===== src/rtl/lab4_net_channel_credit_tracker.sv =====
// lab4_net_channel_credit_tracker
//   Tracks free entries in the input queues of both ring neighbours. For each
//   channel (forward / backward) a counter starts at p_num_entries, goes down
//   on every flit we send and up on every credit the neighbour returns. The
//   neighbour's own advertised free count is registered alongside it so the
//   congestion logic sees a two-hop view of the ring.
//
// Ports
//   clk, reset                 clock, asynchronous active-low reset
//   forw_send / backw_send     flit accepted onto the channel this cycle
//   forw_credit / backw_credit neighbour dequeued one entry this cycle
//   *_adv_val, *_adv_free      neighbour's advertised free_one count and its valid
//   *_free_one                 free entries in the neighbour queue (registered)
//   *_free_two                 last valid advertised count, clamped (registered)
//   *_can_send                 *_free_one != 0
//   err                        sticky: [0] send at zero, [1] credit at max
module lab4_net_channel_credit_tracker #(
  parameter int p_num_entries = 2,
  parameter int f             = 2
) (
  input  logic         clk,
  input  logic         reset,
  input  logic         forw_send,
  input  logic         forw_credit,
  input  logic         forw_adv_val,
  input  logic [f-1:0] forw_adv_free,
  input  logic         backw_send,
  input  logic         backw_credit,
  input  logic         backw_adv_val,
  input  logic [f-1:0] backw_adv_free,
  output logic [f-1:0] forw_free_one,
  output logic [f-1:0] forw_free_two,
  output logic [f-1:0] backw_free_one,
  output logic [f-1:0] backw_free_two,
  output logic         forw_can_send,
  output logic         backw_can_send,
  output logic [1:0]   err
);

  localparam logic [f-1:0] c_max  = f'(p_num_entries);
  localparam logic [f-1:0] c_zero = {f{1'b0}};
  localparam logic [f-1:0] c_one  = {{(f-1){1'b0}}, 1'b1};

  // Next counter value; a simultaneous send and credit cancel out, so the
  // count only moves when exactly one of them is present, and it saturates.
  function automatic logic [f-1:0] cnt_next(input logic [f-1:0] cnt,
                                            input logic         send,
                                            input logic         credit);
    logic [f-1:0] res;
    res = cnt;
    case ({send, credit})
      2'b10: begin
        if (cnt != c_zero) res = cnt - c_one;
        else               res = cnt;
      end
      2'b01: begin
        if (cnt != c_max) res = cnt + c_one;
        else              res = cnt;
      end
      default: res = cnt;
    endcase
    return res;
  endfunction

  // Error flags for one channel: {credit at max, send at zero}.
  function automatic logic [1:0] cnt_err(input logic [f-1:0] cnt,
                                         input logic         send,
                                         input logic         credit);
    logic [1:0] res;
    res = 2'b00;
    case ({send, credit})
      2'b10:   res = {1'b0, (cnt == c_zero)};
      2'b01:   res = {(cnt == c_max), 1'b0};
      default: res = 2'b00;
    endcase
    return res;
  endfunction

  // A neighbour can never have more free slots than the queue depth.
  function automatic logic [f-1:0] adv_clamp(input logic [f-1:0] adv);
    logic [f-1:0] res;
    if (adv > c_max) res = c_max;
    else             res = adv;
    return res;
  endfunction

  logic [f-1:0] forw_cnt_r,  forw_cnt_s;
  logic [f-1:0] backw_cnt_r, backw_cnt_s;
  logic [f-1:0] forw_two_r,  forw_two_s;
  logic [f-1:0] backw_two_r, backw_two_s;
  logic [1:0]   err_r,       err_s;

  // Next-state computation for counters, advertised counts and sticky errors.
  always_comb begin
    forw_cnt_s  = cnt_next(forw_cnt_r,  forw_send,  forw_credit);
    backw_cnt_s = cnt_next(backw_cnt_r, backw_send, backw_credit);
    if (forw_adv_val) forw_two_s = adv_clamp(forw_adv_free);
    else              forw_two_s = forw_two_r;
    if (backw_adv_val) backw_two_s = adv_clamp(backw_adv_free);
    else               backw_two_s = backw_two_r;
    err_s = err_r
          | cnt_err(forw_cnt_r,  forw_send,  forw_credit)
          | cnt_err(backw_cnt_r, backw_send, backw_credit);
  end

  // State registers; reset drops everything back to a full, error-free view.
  always_ff @(posedge clk or negedge reset) begin
    if (!reset) begin
      forw_cnt_r  <= c_max;
      backw_cnt_r <= c_max;
      forw_two_r  <= c_max;
      backw_two_r <= c_max;
      err_r       <= 2'b00;
    end else begin
      forw_cnt_r  <= forw_cnt_s;
      backw_cnt_r <= backw_cnt_s;
      forw_two_r  <= forw_two_s;
      backw_two_r <= backw_two_s;
      err_r       <= err_s;
    end
  end

  assign forw_free_one  = forw_cnt_r;
  assign backw_free_one = backw_cnt_r;
  assign forw_free_two  = forw_two_r;
  assign backw_free_two = backw_two_r;
  assign forw_can_send  = (forw_cnt_r  != c_zero);
  assign backw_can_send = (backw_cnt_r != c_zero);
  assign err            = err_r;

endmodule


===== config.mk =====
export PLATFORM = sky130hd
export DESIGN_NAME = lab4_net_channel_credit_tracker
export DESIGN_NICKNAME = d
export VERILOG_FILES = /design/src/rtl/lab4_net_channel_credit_tracker.sv
export SDC_FILE = /design/constraint.sdc
export NUM_CORES = 1
export LEC_CHECK = 0
export ABC_CLOCK_PERIOD_IN_PS = 1100
export CORE_AREA = 10 10 47 49
export CTS_BUF_LIST = sky130_fd_sc_hd__clkbuf_8
export CTS_CLUSTER_SIZE = 8
export DETAILED_ROUTE_END_ITERATION = 8
export DIE_AREA = 0 0 57 59
export GPL_ROUTABILITY_DRIVEN = 1
export PLACE_DENSITY = 0.78
export SLEW_MARGIN = 30
export SYNTH_ARGS = -nofsm -noshare
export SYNTH_HDL_FRONTEND = slang
export SYNTH_SLANG_ARGS = --single-unit

===== constraint.sdc =====
create_clock -name clk -period 1.1 [get_ports clk]
set_input_delay 0.165 -clock clk [delete_from_list [all_inputs] [get_ports clk]]
set_output_delay 0.165 -clock clk [all_outputs]
set_load 0.01 [all_outputs]

==> summary.txt, run 1 <==
Outcome
  • Status: finished, violations left
  • Violated checks: setup timing

Clocking
  • CTS sink count: 10
  • Skew-Pair Late Insertion Delay: 0.23 ns
  • # H-tree levels: 1
  • Clock tree from TritonCTS: done
  • Register clock-pin slew on the reported worst setup and hold paths: 0.05 ns
  • Maximum clock path buffer count: 2
  • Number of buffers created by CTS: 3
  • Clock root buffer master: clkbuf_8
  • Post-CTS setup buffers: 0

Die
  • Total die area: 0.00336 mm²
  • Initial Util: 38.3%
  • Floorplan die height: 59 µm
  • Die Wd: 57 µm
  • Num rows: 14
  • Core area: 0.00140 mm²
  • I/O Pins: 24

Worst setup path
  • CP Cell Sequence: or2_4 > buf_6
  • Cell at the slowest stage of the critical path: dfstp_2
  • Worst Setup Start Kind: flop
  • Worst endpoint required time: 0.94 ns
  • Buffering stage count on the worst path with inverters included: 1
  • CP arrival: 0.98 ns
  • Kind of cell adding the most delay to the critical path: flip-flops
  • Crit path max fanout: 3
  • Critical path endpoint category: primary output
  • Worst Setup Path Type: reg -> out
  • Critical Path Max Stage Delay: 0.54 ns

Cells and area
  • Layout cells sized above 1: 40.7%
  • Number of nets in the final layout: 108
  • Synth-to-layout area growth: 72.3%
  • Filler instances: 117
  • End-of-flow core utilization: 66.0%
  • Number of antenna repair diodes: 0
  • Storage cell area: 255 µm²
  • Area of combinational cells with multiple inputs: 293 µm²

Yosys
  • Top area cells in the synthesized netlist: dfrtp_1 28%, dfstp_2 20%, ha_1 9.3%
  • Synth Net Count: 71
  • Dominant cell type by area after synthesis: dfrtp_1
  • Yosys warning total: 0
  • Mapped Avg Cell Area: 9.76 µm²
  • Yosys top cell area share: 28.0%
  • Cell count after synthesis: 55
  • Sequential-to-total area share from yosys stat: 47.6%
  • Post-synthesis cell area: 537 µm²
  • Post-synthesis sequential element count: 10
  • Synth unique cells: 21

Detailed routing
  • Average routed wire per standard cell: 15.1 µm
  • Via-per-instance ratio: 4.98
  • DRT Pass-1 Iters: 3
  • Total wire length: 1.61 mm
  • Residual DRC: 0
  • Initial DRC Count: 5
  • Number of nets with antenna violations after detailed routing: 0
  • Total number of vias: 533

Timing
  • Actual slew at the worst max-slew pin: 0.202 ns
  • Final Max Tran Viols: 0
  • Worst setup skew after layout: 0.00178 ns
  • Peak clock frequency supported by timing: 873 MHz
  • Final hold violation count: 0
  • Setup repair after global routing missed its margin: yes
  • Share of the clock period used by the worst path after layout: 104%
  • Worst hold slack: 0.226 ns
  • Setup violations, final: 2
  • Worst-case headroom to the max-slew limit: 86.5%
  • Min Clock Period, post-route: 1.15 ns
  • Sum of negative setup slack: -0.0748 ns
  • Final worst setup slack: -0.0455 ns

Global routing
  • Maximum number of pins on one net before global-route repair: 11
  • Sum of overflow across all layers after global routing: 0
  • Via count of the first global-routing pass: 587
  • Overall track demand over capacity in global routing: 9.99%
  • Antenna violations before repair: 0
  • Global-route wire length before repair: 2.65 mm

Worst hold path
  • Class of the tightest hold or removal check: in -> async

Place
  • IO buf count: 23
  • Post-detailed-placement half-perimeter wirelength: 1.21 mm
  • Setup Slack @ Placement: -0.365 ns
  • Weighted congestion reported at the end of routability-driven placement: 0.704

Job
  • Count of maximum capacitance violations: 0

Pwr
  • Reported leakage power: 0.426 nW
  • Pwr dens: 1550 mW/mm²
  • Overall power: 1.43 mW
  • Maximum vdd ir drop: 0.000961 V
-- report_power, final --
part	internal, mW	switching (mW)	total, mW
registers	0.438	0.0422	0.481
logic	0.274	0.229	0.503
clock network	0.314	0.134	0.447
total	1.03	0.405	1.43
-- area by class of cell --
type | instances | share of cell area (%)
tap | 16 | 2.17
multi-input combinational | 37 | 31.7
clock buffer | 4 | 5.95
inverter | 8 | 3.25
sequential | 10 | 27.6
timing repair buffer | 32 | 29.4
-- flip-flops by register name (all words and copies together) (netlist names) --
register / flops
forw_free_two: 2
forw_free_one: 2
backw_free_two: 2
err: 2
backw_free_one: 2
-- cells in the final DEF, fill, tap and decap left out, types with 2 or more instances in the layout --
cell / netlist / final
clkdlybuf4s15_1: 0 / 3
o21ai_0: 6 / 3
o21ai_1: 1 / 3
nand2b_1: 3 / 3
a21oi_1: 2 / 2
buf_6: 0 / 3
nand3b_1: 2 / 2
nor4b_2: 0 / 2
clkbuf_8: 0 / 4
inv_1: 7 / 5
dfrtp_1: 6 / 6
buf_4: 0 / 8
dfstp_2: 4 / 4
clkdlybuf4s50_1: 0 / 7
buf_2: 0 / 5
nand2_1: 3 / 3
ha_2: 0 / 2
inv_2: 1 / 3
nor2_1: 3 / 3
dlygate4sd2_1: 0 / 6
mux2_2: 2 / 2
nand3_1: 2 / 2
-- path summary, 6_finish.rpt --
check                                  start          endpoint  slack [ns]  depth (start not counted)
max                        backw_free_one[1]    backw_can_send       -0.05                          2
min                                    reset            err[1]        0.23                          2
max reg2reg                 forw_free_one[1]  forw_free_one[0]        0.05                          4
min reg2reg                           err[0]            err[0]        0.48                          2
max in group asynchronous              reset  forw_free_two[1]        0.66                          2
min in group clk                      err[0]            err[0]        0.48                          2
-- what timing repair did --
item / in CTS / in global routing
pin swaps: 6 / 2
hold buffers: 0 / 0
endpoints found under the setup margin: 18 / 10
resized for setup: 49 / 9
-- cell families after synthesis --
kind of cell | share of synthesized area [%]
buffers and inverters | 5.59
AOI/OAI and AO/OA | 11.4
DFF | 47.6
adders and majority gates | 9.32
muxes | 4.20
and+or+nand+nor | 21.9
-- synthesized netlist by cell type --
library cell,number
nand3_1,2
nand2_1,3
o21ai_0,6
nand2b_1,3
inv_1,7
a31oi_1,1
mux2_2,2
o211a_1,1
or3_1,1
nand3b_1,2
ha_1,4
a21oi_1,2
dfrtp_1,6
nor2_1,3
nor2b_1,1
dfstp_2,4
inv_2,1
or2_2,1
o21ai_1,1
nor4b_1,2
nor3b_1,2
-- per-layer routing --
metal  track usage [%]  part of all wire, %
met4              9.40                  5.0
met1              8.41                   36
met5                 0                    0
met2              16.7                   53
met3              5.15                  6.1
-- stage by stage --
stage               area, µm²  cells
floorplan                 537     55
global placement          855    103
detailed placement        855    103
CTS                       902    107
global route              925    107
finish                    925    107
Note: power is estimated with default switching activity, not from simulation.
==> run 2: changes to the inputs <==
--- a/config.mk
+++ b/config.mk
@@ -8,7 +8,6 @@
 export ABC_CLOCK_PERIOD_IN_PS = 1100
 export CORE_AREA = 10 10 47 49
 export CTS_BUF_LIST = sky130_fd_sc_hd__clkbuf_8
-export CTS_CLUSTER_SIZE = 8
 export DETAILED_ROUTE_END_ITERATION = 8
 export DIE_AREA = 0 0 57 59
 export GPL_ROUTABILITY_DRIVEN = 1
==> results of run 2 <==
Final layout, timing and power as in run 1 (identical DEF).
==> run 3: changes to the inputs <==
--- a/config.mk
+++ b/config.mk
@@ -6,12 +6,13 @@
 export NUM_CORES = 1
 export LEC_CHECK = 0
 export ABC_CLOCK_PERIOD_IN_PS = 1100
-export CORE_AREA = 10 10 47 49
+export CORE_AREA = 2 2 39 41
 export CTS_BUF_LIST = sky130_fd_sc_hd__clkbuf_8
 export DETAILED_ROUTE_END_ITERATION = 8
-export DIE_AREA = 0 0 57 59
+export DIE_AREA = 0 0 41 43
 export GPL_ROUTABILITY_DRIVEN = 1
 export PLACE_DENSITY = 0.78
+export SETUP_SLACK_MARGIN = 0.15
 export SLEW_MARGIN = 30
 export SYNTH_ARGS = -nofsm -noshare
 export SYNTH_HDL_FRONTEND = slang
==> summary.txt, run 3 (synthesis results as in run 1) <==
Cells and area
  • Number of antenna repair diodes: 0 (unchanged)
  • Number of nets in the final layout: 110 (was 108)
  • Most frequent cells in the layout: 9 x buf_6, 7 x clkdlybuf4s50_1, 7 x buf_2, 7 x buf_4 (was 8 x buf_4, 7 x clkdlybuf4s50_1, 6 x dfrtp_1, 6 x dlygate4sd2_1)
  • Synth-to-layout area growth: 80.9% (was 72.3%)
  • End-of-flow core utilization: 70.2% (was 66.0%)
  • Leading cell type in the layout, fill and taps excluded: buf_6 (was buf_4)
  • Layout cells sized above 1: 50.5% (was 40.7%)

Detailed routing
  • DRT Pass-1 Iters: 4 (was 3)
  • Via-per-instance ratio: 4.88 (was 4.98)
  • Total number of vias: 532 (was 533)
  • Number of nets with antenna violations after detailed routing: 0 (unchanged)
  • Initial DRC Count: 7 (was 5)
  • Residual DRC: 0 (unchanged)
  • Average routed wire per standard cell: 13.4 µm (was 15.1 µm)
  • Total wire length: 1.47 mm (was 1.61 mm)

Worst setup path
  • Critical Path Max Stage Delay: 0.55 ns (was 0.54 ns)
  • CP arrival: 1.00 ns (was 0.98 ns)
  • Buffering stage count on the worst path with inverters included: 1 (unchanged)
  • Worst endpoint required time: 0.94 ns (about the same)
  • Worst R2R Start: forw_free_one[1] (unchanged)
  • Reg2reg setup slack: -0.01 ns (was 0.05 ns)
  • Crit path max fanout: 3 (unchanged)
  • End of the worst register-to-register path: forw_free_one[0] (unchanged)
  • Cell at the slowest stage of the critical path: dfstp_2 (unchanged)
  • Worst Setup Start Kind: flop (unchanged)
  • CP Cell Sequence: or2_4 > buf_6 (unchanged)
  • Critical path endpoint category: primary output (unchanged)
  • Worst Setup Path Type: reg -> out (unchanged)
  • Kind of cell adding the most delay to the critical path: flip-flops (unchanged)
  • Number of cell instances on the worst register-to-register path: 5 (was 4)

Place
  • Post-detailed-placement half-perimeter wirelength: 941 µm (was 1.21 mm)
  • Weighted congestion reported at the end of routability-driven placement: 0.689 (was 0.704)
  • IO buf count: 23 (unchanged)

Pwr
  • Pwr dens: 1540 mW/mm² (was 1550 mW/mm²)
  • Reported leakage power: 0.446 nW (was 0.426 nW)
  • Maximum vdd ir drop: 0.000853 V (was 0.000961 V)

Outcome
  • Violated checks: setup timing (unchanged)
  • Status: finished, violations left (unchanged)

Die
  • Die Wd: 41 µm (was 57 µm)
  • Total die area: 0.00176 mm² (was 0.00336 mm²)
  • Floorplan die height: 43 µm (was 59 µm)
  • I/O Pins: 24 (unchanged)
  • Core area: 0.00138 mm² (was 0.00140 mm²)
  • Initial Util: 38.8% (was 38.3%)
  • Num rows: 14 (unchanged)

Timing
  • Actual slew at the worst max-slew pin: 0.229 ns (was 0.202 ns)
  • Final hold violation count: 0 (unchanged)
  • Worst-case headroom to the max-slew limit: 84.7% (was 86.5%)
  • Min Clock Period, post-route: 1.17 ns (was 1.15 ns)
  • Final worst setup slack: -0.0693 ns (was -0.0455 ns)
  • Worst setup skew after layout: 0.00271 ns (was 0.00178 ns)
  • Share of the clock period used by the worst path after layout: 106% (was 104%)
  • Final Max Tran Viols: 0 (unchanged)
  • Worst hold slack: 0.213 ns (was 0.226 ns)
  • Setup repair after global routing missed its margin: yes (unchanged)
  • Setup violations, final: 3 (was 2)
  • Peak clock frequency supported by timing: 855 MHz (was 873 MHz)

Clocking
  • Number of buffers created by CTS: 3 (unchanged)
  • Maximum clock path buffer count: 2 (unchanged)
  • Total of hold buffers inserted after clock tree synthesis: 0 (unchanged)
  • Register clock-pin slew on the reported worst setup and hold paths: 0.05 ns (about the same)
  • Clock root buffer master: clkbuf_8 (unchanged)
  • # H-tree levels: 1 (unchanged)
  • CTS sink count: 10 (unchanged)
  • Clock tree from TritonCTS: done (unchanged)
  • Skew-Pair Late Insertion Delay: 0.24 ns (was 0.23 ns)

Global routing
  • Overall track demand over capacity in global routing: 19.2% (was 9.99%)
  • Global-route wire length before repair: 2.17 mm (was 2.65 mm)
  • Via count of the first global-routing pass: 520 (was 587)
  • Antenna violations before repair: 0 (unchanged)
  • Sum of overflow across all layers after global routing: 0 (unchanged)
  • Maximum number of pins on one net before global-route repair: 11 (unchanged)

Worst hold path
  • Class of the tightest hold or removal check: in -> async (unchanged)

Job
  • Count of maximum capacitance violations: 0 (unchanged)
run 3: how the worst max path moves through the flow:
stage | startpoint | end | slack (ns) | cells past startpoint
floorplan | forw_free_one[1] | forw_free_one[1] | 0.13 | 3
global placement | forw_send | err[0] | -0.35 | 6
detailed placement | forw_send | err[0] | -0.37 | 6
CTS | backw_free_one[1] | backw_can_send | -0.06 | 2
global route | forw_free_one[1] | forw_can_send | -0.10 | 3
finish | backw_free_one[1] | backw_can_send | -0.07 | 2
run 3: routing by layer:
layer  wire, µm  GRT usage (%)
met5          0              0
met3         64           4.71
met1        562           18.8
met4          0           12.0
met2        839           33.1
run 3: per-stage QoR:
stage	setup slack (ns)	instances	setup TNS, ns	instance area, µm²	power [mW]
6_report	-0.0693	109	-0.138	971	1.50
5_1_grt	-0.100	109	-0.321	971	1.57
4_1_cts	-0.0618	109	-0.133	945	1.45
3_5_place_dp	-0.373	103	-2.77	858	0.980
3_3_place_gp	-0.354	103	-2.65	858	0.973
2_1_floorplan	0.129	55	0	541	0.667
run 3: worst reg2reg max path: cells and delay by family (launching register included):
family,cells,cell delay (ns)
compound gates,2,0.20
buf+inv,2,0.21
flops,1,0.55
simple gates,1,0.05
run 3: timing repair:
item,CTS,global route
buffers inserted,2,0
hold endpoints to repair,0,0
gates resized for setup,70,6
setup endpoints to repair,18,14
pin swaps,10,2
gates cloned,0,0
run 3: layout make-up:
cell class	instances	area (µm²)
clock buffers	4	55.1
repair buffers	34	294
well taps	16	20.0
inverters	8	30.0
flip-flops and latches	10	256
multi-input cells	37	315
fillers	102	413
run 3: where the power goes:
group	leakage, nW	switching (mW)	total, mW	internal (mW)
logic	0.306	0.239	0.549	0.311
clock network	0.0288	0.152	0.467	0.315
registers	0.111	0.0394	0.479	0.440
total	0.446	0.430	1.50	1.07
